## src/rtl/key_debounce_mc.sv

```systemverilog
// Multi-channel debouncer for active-low push-buttons: level, press/release pulses per key.
// Optional long-press pulse per key when KEY_LONG_PRESS_EN is defined.
module key_debounce_mc #(
    parameter int CLK_CYC = 10,
    parameter int KEY_NUM = 4,
    parameter int DEB_NS  = 10_000_000,
    parameter int LONG_NS = 1_000_000_000
) (
    input  logic               sysclk,
    input  logic               rst_n,
    input  logic [KEY_NUM-1:0] key_in,
    output logic [KEY_NUM-1:0] key_out,
    output logic [KEY_NUM-1:0] key_press,
    output logic [KEY_NUM-1:0] key_release,
    output logic [KEY_NUM-1:0] key_long
);

    localparam int               CNT_END  = DEB_NS / CLK_CYC;
    localparam int               CNT_W    = $clog2(CNT_END + 1);
    localparam logic [CNT_W-1:0] CNT_LAST = CNT_W'(CNT_END - 1);

`ifdef KEY_LONG_PRESS_EN
    localparam int                LONG_END  = LONG_NS / CLK_CYC;
    localparam int                LONG_W    = $clog2(LONG_END + 1);
    localparam logic [LONG_W-1:0] LONG_LAST = LONG_W'(LONG_END - 1);
    localparam logic [LONG_W-1:0] LONG_SAT  = LONG_W'(LONG_END);
`endif

    logic [KEY_NUM-1:0] sync1_q;
    logic [KEY_NUM-1:0] sync2_q;

    // Pads idle high, so the synchroniser resets to the released level
    always_ff @(posedge sysclk or negedge rst_n) begin
        if (!rst_n) begin
            sync1_q <= '1;
            sync2_q <= '1;
        end else begin
            sync1_q <= key_in;
            sync2_q <= sync1_q;
        end
    end

    for (genvar i = 0; i < KEY_NUM; i++) begin : g_ch
        logic             trig;
        logic [CNT_W-1:0] cnt_q, cnt_d;
        logic             out_q, out_d;
        logic             press_q, press_d;
        logic             rel_q, rel_d;

        always_comb begin
            trig    = out_q ^ sync2_q[i];
            cnt_d   = '0;
            out_d   = out_q;
            press_d = 1'b0;
            rel_d   = 1'b0;
            if (trig) begin
                if (cnt_q == CNT_LAST) begin
                    out_d   = sync2_q[i];
                    press_d = ~sync2_q[i];
                    rel_d   = sync2_q[i];
                end else begin
                    cnt_d = cnt_q + CNT_W'(1);
                end
            end
        end

        always_ff @(posedge sysclk or negedge rst_n) begin
            if (!rst_n) begin
                cnt_q   <= '0;
                out_q   <= 1'b1;
                press_q <= 1'b0;
                rel_q   <= 1'b0;
            end else begin
                cnt_q   <= cnt_d;
                out_q   <= out_d;
                press_q <= press_d;
                rel_q   <= rel_d;
            end
        end

        assign key_out[i]     = out_q;
        assign key_press[i]   = press_q;
        assign key_release[i] = rel_q;

`ifdef KEY_LONG_PRESS_EN
        logic [LONG_W-1:0] hold_q, hold_d;
        logic              long_q, long_d;

        // Saturating at LONG_END (one past the pulse point) gives one pulse per press
        always_comb begin
            hold_d = hold_q;
            long_d = 1'b0;
            if (out_q) begin
                hold_d = '0;
            end else if (hold_q == LONG_LAST) begin
                hold_d = LONG_SAT;
                long_d = 1'b1;
            end else if (hold_q != LONG_SAT) begin
                hold_d = hold_q + LONG_W'(1);
            end
        end

        always_ff @(posedge sysclk or negedge rst_n) begin
            if (!rst_n) begin
                hold_q <= '0;
                long_q <= 1'b0;
            end else begin
                hold_q <= hold_d;
                long_q <= long_d;
            end
        end

        assign key_long[i] = long_q;
`else
        assign key_long[i] = 1'b0;
`endif
    end

endmodule

```

## config.mk

```make
export PLATFORM = sky130hd
export DESIGN_NAME = key_debounce_mc
export DESIGN_NICKNAME = d
export VERILOG_FILES = /design/src/rtl/key_debounce_mc.sv
export SDC_FILE = /design/constraint.sdc
export NUM_CORES = 1
export LEC_CHECK = 0
export BUFFER_PORTS_ARGS = -buffer_cell sky130_fd_sc_hd__buf_2
export CAP_MARGIN = 20
export CORE_ASPECT_RATIO = 2
export CORE_UTILIZATION = 25
export DETAILED_ROUTE_END_ITERATION = 6
export GPL_TIMING_DRIVEN = 1
export PLACE_DENSITY_LB_ADDON = 0.08
export SETUP_SLACK_MARGIN = 0.02
export SLEW_MARGIN = 15
export SYNTH_ARGS = -nofsm -noshare
export SYNTH_HDL_FRONTEND = slang
export SYNTH_SLANG_ARGS = --single-unit
```

## constraint.sdc

```tcl
create_clock -name sysclk -period 5.5 [get_ports sysclk]
set_clock_uncertainty 0.15 [all_clocks]
set_input_delay 0.825 -clock sysclk [delete_from_list [all_inputs] [get_ports sysclk]]
set_output_delay 0.825 -clock sysclk [all_outputs]
set_load 0.03 [all_outputs]
```

# [Word-level counts from Yosys, hierarchy flattened]
# Cells that the tools add are included.
# Widths: inputs -> output; s select.
[op_classes] n_addsub=4 eq_ne=4 mux=24 bitwise=8 reduce_logical=4
[ops] cell="$mux 20" n=8
[ops] cell="$add 20x1->20 const B" n=4
[ops] cell="$eq 20x20->1 const B" n=4
[ops] cell="$mux 1" n=16
[ops] cell="$reduce_and 2->1" n=4
[ops] cell="$not 1->1" n=4
[ops] cell="$xor 1x1->1" n=4
[totals] regBits=100 out_inout_bits=16 wordCells=62

# [Logic depth before layout (Yosys ltp)]
# Gate-level depths: netlist of the first run.
[logic_depth] ltp_word=3 depth_mapped=6 ltp_nobuf=5

# [Worst setup path before layout of the first run]
# Ideal clock, no wire load.
[synth_timing] path_type="register -> register" start="reg g_ch[1].cnt_q[0]" end="reg g_ch[1].cnt_q[18]" arrival_time_ns=1.888 t_required_ns=5.270 path_slack_ns=3.382 stages_incl_launch_ff=7 synth_period_minus_slack_ns=2.118 path_cell_list="dfrtp_1 > ha_1 > nand2_1 > or4_1 > buf_2 > or4_1 > a21oi_1"
[synth_between] elab_chain_len=3 elab_cells_between_ends=4 cone_classes="add/sub (1); eq/ne (1); mux (2)"
[synth_lines] item="start, declared" line_no="45" rtl="logic [CNT_W-1:0] cnt_q, cnt_d;"
[synth_lines] item="start signal, assigned" line_no="74" rtl="cnt_q <= cnt_d;"
[synth_lines] item="$add 20x1->20 / $eq 20x20->1 (equally long branches)" line_no="62, 57"
[synth_lines] item="$mux 20 *" line_no="57" rtl="if (cnt_q == CNT_LAST) begin"
[synth_lines] item="$mux 20 *" line_no="56" rtl="if (trig) begin"
[synth_lines] item="net g_ch[1].cnt_d[18]" line_no="45"
# Mark *: on every way through the listed nets, which the timed path passes. The rest lies on a longest branch.
# A chain may end at the register's enable or synchronous reset.

# [Worst setup path after layout of the first run]
[layout_timing] start="reg g_ch[2].cnt_q[0]" end="reg g_ch[2].cnt_q[18]"
[layout_between] elab_chain_len=3 elab_cells_between_ends=4 cone_classes="add/sub (1); eq/ne (1); mux (2)"
[layout_lines] item="start, declared" line_no="45"
[layout_lines] item="start signal, assigned" line_no="74"
[layout_lines] item="$add 20x1->20 / $eq 20x20->1 (equally long branches)" line_no="62, 57"
[layout_lines] item="$mux 20 *" line_no="57"
[layout_lines] item="$mux 20 *" line_no="56"
[layout_lines] item="net g_ch[2].cnt_d[18]" line_no="45"
# Marked as above.

==> results.md, run 1 <==
- Status: completed
- Slowest stage delay, CP: 0.64 ns
- Sw Pwr: 0.352 mW
- Fillers: 2053
- Core Area: 18800 µm²
- Worst setup SP type: flip-flop
- Rows: 71
- Comb power frac: 0.032
- Clock Path Buffers: 2
- Peak supply drop: 187 µV
- H-tree depth: 3
- CP Max Fanout: 10
- Post-synthesis compound-gate area fraction: 0.0716
- Placer congestion estimate: 0.724
- Setup violations, final: 0
- # IOs: 22
- Sequential share of the synthesized area: 0.522
- Minimum clock period: 2.43 ns
- Crit-path leading delay family: compound AO/OA/AOI/OAI gates
- Synthesized cell area: 4830 µm²
- Die Span Y: 198 µm
- Total grt overflow: 0
- Most frequent cells in the layout: 88 x dfrtp_1, 57 x nor2_1, 32 x xnor2_1, 30 x nand3_1, 26 x a21oi_1
- Most common cell after layout, fill and taps aside: dfrtp_1
- PwrDens: 265 nW/µm²
- Residual DRC: 0
- Antenna cells: 0
- Final period util: 0.442
- Synth Area in Simple Gates: 0.249
- CTS Hold Bufs: 0
- CP cell instances: ha_1 > nand2_1 > or2_2 > o31ai_2 > buf_4 > o21ba_2
- Initial Util: 0.256
- Final Hold Vio Count: 0
- Sw frac: 0.247
- Num CTS Buffers: 9
- Clk sinks: 100
- First-pass GRT wire length: 18000 µm
- Slew at the pin with the worst max-slew slack: 0.816 ns
- Async SR Flop Fraction: 1.00
- CP arrival: 2.52 ns
- Final Hold Slack: 0.207 ns
- Mux cell area share after synthesis: 0.00933
- Antenna violations before repair: 0
- Fmax: 411 MHz
- Layout Nets: 496
- Worst EP required: 5.59 ns
- Flop pwr share: 0.533
- Layout cells sized above 1: 0.138
- First drt pass iteration count: 4
- Post-CTS setup buffer count: 0
- EDFF count, synth: 0
- Netlist cell types: 43
- Power share of the clock group: 0.435
- Die Width: 100 µm
- Syn Area/Cell: 10.1 µm²
- RSZ-0062 raised after global routing: false
- Relative slew slack: 0.456
- CTS tree: yes
- Worst Setup End Kind: flip-flop
- Critical setup path kind: flip-flop to flip-flop
- Clk Latency, worst-skew pair: 0.34 ns
- Xor-xnor portion of the synthesized cell area: 0.0889
- Die ar.: 19900 µm²
- Via density: 4.54
- Pleak: 2.06 nW
- Overall routing resource usage: 0.116
- Port Buffers: 17
- Max_cap viols: 0
- Largest net degree at the start of global routing: 57
- Post-synthesis register bit count: 100
- HP Class: flip-flop to flip-flop
- Initial DRC Count: 64
- Vias in the first global route: 3648
- DRT antenna net count: 0
- Max-slew violations: 0
- Crit path buf inv count: 1
- Synth Flop Type: dfrtp_1
- Post-Syn Instances: 480
- Main combinational cell family by area after synthesis: simple AND/OR/NAND/NOR gates
- Ys Warns: 0
- Synthesis-to-finish area growth: 11.4%
- Routed len/inst: 14.0 µm
- Detailed Route WL: 10400 µm
- CTS clk-pin slew, worst paths: 0.07 ns
- Clk root buf: clkbuf_16
- Slowest CP cell: o31ai_2
- TNS Setup: 0 ns
- Cts repair resizes: 0
- Internal Power: 1.07 mW
- Multi-input gate area: 2090 µm²
- Register Area: 2520 µm²
- Placed wire-length estimate: 7240 µm
- Via Count: 3386
- Adder-Cell Fraction of Synth Area: 0.0104
-- final timing paths --
path	from	end	slack (ns)	cells after the start
max	g_ch[2].cnt_q[0]$_DFF_PN0_	g_ch[2].cnt_q[18]$_DFF_PN0_	3.07	6
max in group asynchronous	rst_n	g_ch[2].cnt_q[9]$_DFF_PN0_	3.73	2
max reg2reg	g_ch[2].cnt_q[0]$_DFF_PN0_	g_ch[2].cnt_q[18]$_DFF_PN0_	3.07	6
min reg2reg	sync1_q[0]$_DFF_PN1_	sync2_q[0]$_DFF_PN1_	0.21	0
min	sync1_q[0]$_DFF_PN1_	sync2_q[0]$_DFF_PN1_	0.21	0
min in group asynchronous	rst_n	g_ch[1].cnt_q[12]$_DFF_PN0_	0.39	1
-- power groups by stage --
| stage | sequential (mW) | clock (mW) | combinational [mW] |
|---|---|---|---|
| after floorplan | 0.770 | 0 | 0.0264 |
| after global placement | 0.773 | 0 | 0.0495 |
| after detailed placement | 0.773 | 0 | 0.0492 |
| after CTS | 0.759 | 0.655 | 0.0494 |
| after global routing | 0.761 | 0.683 | 0.0548 |
| final | 0.759 | 0.620 | 0.0462 |
-- per-layer routing --
layer  vias to the layer above  part of all wire  track usage
met5                         -                 0            0
met1                      1677              0.40        0.123
met2                        21              0.57        0.222
met3                         7             0.016       0.0183
li1                       1681                 -            -
met4                         0             0.016       0.0467
-- cell usage after synthesis, drive strengths merged (10+ instances only) --
cell | count | area share
a21oi | 26 | 0.027
and3 | 11 | 0.015
buf | 22 | 0.031
dfrtp | 88 | 0.46
dfstp | 12 | 0.065
inv | 16 | 0.012
nand2 | 21 | 0.016
nand3 | 32 | 0.037
nand4 | 16 | 0.021
nor2 | 57 | 0.044
nor3 | 13 | 0.013
o21ai | 19 | 0.020
o31ai | 10 | 0.019
or3 | 16 | 0.022
or4 | 17 | 0.027
xnor2 | 32 | 0.058
xor2 | 17 | 0.031
-- per-stage QoR --
step	util	cells	total power [mW]	instance area, µm²	setup WS, ns
floorplan	-	483	0.796	4840	3.38
global placement	0.270	730	0.822	5090	3.09
detailed placement	0.270	730	0.822	5090	3.04
CTS	0.286	746	1.46	5380	3.02
global route	0.286	746	1.50	5380	2.96
finish	0.286	746	1.42	5380	3.07
-- registers in the layout (all words and copies together), names as in the netlist --
register	cells
g_ch.cnt_q	80
g_ch.out_q	4
g_ch.press_q	4
g_ch.rel_q	4
sync1_q	4
sync2_q	4
-- final cells by class --
cell class / instances / share of cell area
Tap cell: 255 / 0.0593
Multi-Input combinational cell: 339 / 0.388
Timing Repair Buffer: 20 / 0.0205
Inverter: 16 / 0.0112
Sequential cell: 100 / 0.468
Clock inverter: 7 / 0.0109
Clock buffer: 9 / 0.0419
-- cells by family after synthesis --
logic type      after synthesis
compound gates               58
mux                           4
other cells                   1
xor+xnor                     49
simple gates                220
buf+inv                      44
fa+ha+maj                     4
flops                       100
Power figures use the tool's default switching activity.
==> run 2: changes to the inputs <==
==> constraint.sdc (replaced) <==
create_clock -name sysclk -period 2 [get_ports sysclk]
set_clock_uncertainty 0.15 [all_clocks]
set_input_delay 0.3 -clock sysclk [delete_from_list [all_inputs] [get_ports sysclk]]
set_output_delay 0.3 -clock sysclk [all_outputs]
set_load 0.03 [all_outputs]
==> run 2 against run 1 <==
  * Clock power rose to 2.6 times the previous value
  * Routed wire length rose by 11%
  * Maximum frequency rose by 23%
  * Utilization rose by 5.1 points
  * Final cell count rose by 12%
  * Worst hold slack got worse by 0.0011 ns
  * Sequential power rose to 2.7 times the previous value
  * First-iteration DRC count rose by 4.7%
  * Critical path depth did not move
  * Count of clock-buffer cells in the layout rose by 2
  * Sequential cell count did not move
  * Total power rose to 2.8 times the previous value
  * Critical endpoint is now g_ch[0].cnt_q[3]$_DFF_PN0_
  * Largest power group unchanged
  * Highest routed layer unchanged
==> results.md, run 2 (synthesized netlist as in run 1, its figures left out) <==
- CP Max Fanout: 15 (+5)
- Worst Setup End Kind: flip-flop
- Peak supply drop: 314 µV (+68%)
- Layout Nets: 587 (+18%)
- Core Area: 18800 µm² (unchanged)
- Final period util: 0.990 (+0.548)
- DRT antenna net count: 0 (unchanged)
- Via Count: 3768 (+11%)
- Clk Latency, worst-skew pair: 0.35 ns (about the same)
- Antenna cells: 0 (unchanged)
- Placed wire-length estimate: 8360 µm (+15%)
- HP Class: flip-flop to flip-flop
- Largest net degree at the start of global routing: 41 (-28%)
- PwrDens: 623 nW/µm² (+140%)
- Die Width: 100 µm (unchanged)
- CP cell instances: or4_4 > nor4_4 > buf_4 > a31o_4 > buf_12 > nor2_1
- R2r setup slk: 0.02 ns (-3.05 ns)
- Fillers: 2000 (-2.6%)
- Routed len/inst: 13.9 µm (-0.84%)
- Max_cap viols: 0 (unchanged)
- RSZ-0062 raised after global routing: true
- # IOs: 22 (unchanged)
- CP arrival: 2.07 ns (-0.45 ns)
- Residual DRC: 0 (unchanged)
- Clk sinks: 100 (unchanged)
- Num CTS Buffers: 9 (unchanged)
- Vias in the first global route: 3941 (+8.0%)
- Worst r2r dst: g_ch[0].cnt_q[3]$_DFF_PN0_
- Synthesis-to-finish area growth: 31.3%
- CTS tree: yes
- Largest register FFs: 80 (unchanged)
- Initial Util: 0.256 (unchanged)
- Final Hold Vio Count: 0 (unchanged)
- Overall power: 3.95 mW (+180%)
- Minimum clock period: 1.98 ns (-0.452 ns)
- Total grt overflow: 0 (unchanged)
- Detailed Route WL: 11600 µm (+11%)
- Worst Hold Depth: 0 (unchanged)
- Most frequent cells in the layout: 88 x dfrtp_1, 81 x buf_4, 52 x nor2_1, 32 x xnor2_1, 26 x nand3_1
- Fmax: 505 MHz (+23%)
- Pleak: 2.57 nW (+24%)
- Worst setup SP type: flip-flop
- Setup violations, final: 0 (unchanged)
- Final Hold Slack: 0.206 ns (-0.00112 ns)
- Clock Path Buffers: 2 (unchanged)
- Post-route non-filler standard cell count: 837 (+12%)
- Clk root buf: clkbuf_16
- Overall routing resource usage: 0.125 (+0.00908)
- Status: completed
- Hold Path Origin: sync1_q[2]$_DFF_PN1_
- Critical R2R Launch: g_ch[0].cnt_q[12]$_DFF_PN0_
- H-tree depth: 3 (unchanged)
- Worst slack, placed: -0.0580 ns (-3.10 ns)
- DP Area: 5710 µm² (+12%)
- Largest Register: g_ch.cnt_q
- Most common cell after layout, fill and taps aside: dfrtp_1
- Rows: 71 (unchanged)
- Worst Hold End: sync2_q[2]$_DFF_PN1_
- Port Buffers: 17 (unchanged)
- Final Cell Area: 6340 µm² (+18%)
- Placed insts: 800 (+9.6%)
- R2r worst-path depth: 6 (unchanged)
- Critical setup path kind: flip-flop to flip-flop
- Slowest stage delay, CP: 0.55 ns (-0.09 ns)
- Die Span Y: 198 µm (unchanged)
- Layout cells sized above 1: 0.318 (+0.179)
- Max-slew violations: 0 (unchanged)
- Slowest CP cell: or4_4
- Antenna violations before repair: 0 (unchanged)
- Crit path buf inv count: 2 (+1)
- CTS clk-pin slew, worst paths: 0.07 ns (about the same)
- Setup ws final: 0.0194 ns (-3.05 ns)
- Placer congestion estimate: 0.755 (+4.2%)
- First drt pass iteration count: 4 (unchanged)
- Crit-path leading delay family: simple AND/OR/NAND/NOR gates
- Initial DRC Count: 67 (+4.7%)
- Die ar.: 19900 µm² (unchanged)
- First-pass GRT wire length: 19300 µm (+7.1%)
- Via density: 4.50 (-0.82%)
- Worst EP required: 2.09 ns (-3.50 ns)
-- run 2: worst max-delay path by stage --
stage,from,to,slack (ns),cells past startpoint
3_3_place_gp,g_ch[0].cnt_q[12]$_DFF_PN0_,g_ch[0].cnt_q[4]$_DFF_PN0_,-0.03,6
3_5_place_dp,g_ch[0].cnt_q[7]$_DFF_PN0_,g_ch[0].cnt_q[18]$_DFF_PN0_,-0.06,4
6_report,g_ch[0].cnt_q[12]$_DFF_PN0_,g_ch[0].cnt_q[3]$_DFF_PN0_,0.02,6
4_1_cts,g_ch[0].cnt_q[7]$_DFF_PN0_,g_ch[0].cnt_q[14]$_DFF_PN0_,0.01,5
5_1_grt,g_ch[0].cnt_q[2]$_DFF_PN0_,g_ch[0].cnt_q[16]$_DFF_PN0_,-0.06,5
2_1_floorplan,g_ch[1].cnt_q[2]$_DFF_PN0_,g_ch[1].cnt_q[18]$_DFF_PN0_,-0.02,5
-- run 2: layout make-up --
class	instances	area [µm²]	share of cell area
Clock buffer	11	243	0.0383
Clock inverter	5	27.5	0.00434
Inverter	16	60.1	0.00948
Multi-Input combinational cell	339	2270	0.358
Sequential cell	100	2520	0.397
Tap cell	255	319	0.0503
Timing Repair Buffer	111	902	0.142
-- run 2: per-stage QoR --
stage | util | setup TNS, ns
after floorplan | - | -0.0255
after global placement | 0.303 | -0.498
after detailed placement | 0.303 | -0.583
after CTS | 0.323 | 0
after global routing | 0.337 | -0.881
final | 0.337 | 0
-- run 2: layer usage --
layer,share of wire,routed length (µm),up-vias,GRT usage
met3,0.027,317,17,0.0292
met2,0.57,6570,31,0.233
met4,0.027,310,0,0.0596
met5,0,0,-,0
met1,0.38,4400,1857,0.129
li1,-,-,1863,-
-- run 2: where the power goes --
part           internal (mW)  switching, mW
clock network          0.870          0.766
logic                  0.103          0.125
registers               2.06         0.0257
-- run 2: repair_timing --
item / in CTS / in global routing
pin swaps: 1 / 9
gates cloned: 0 / 2
endpoints found under the setup margin: 28 / 72
setup buffers: 1 / 14
hold buffers: 5 / 0
endpoints found under the hold margin: 26 / 0
gates resized for setup: 8 / 27
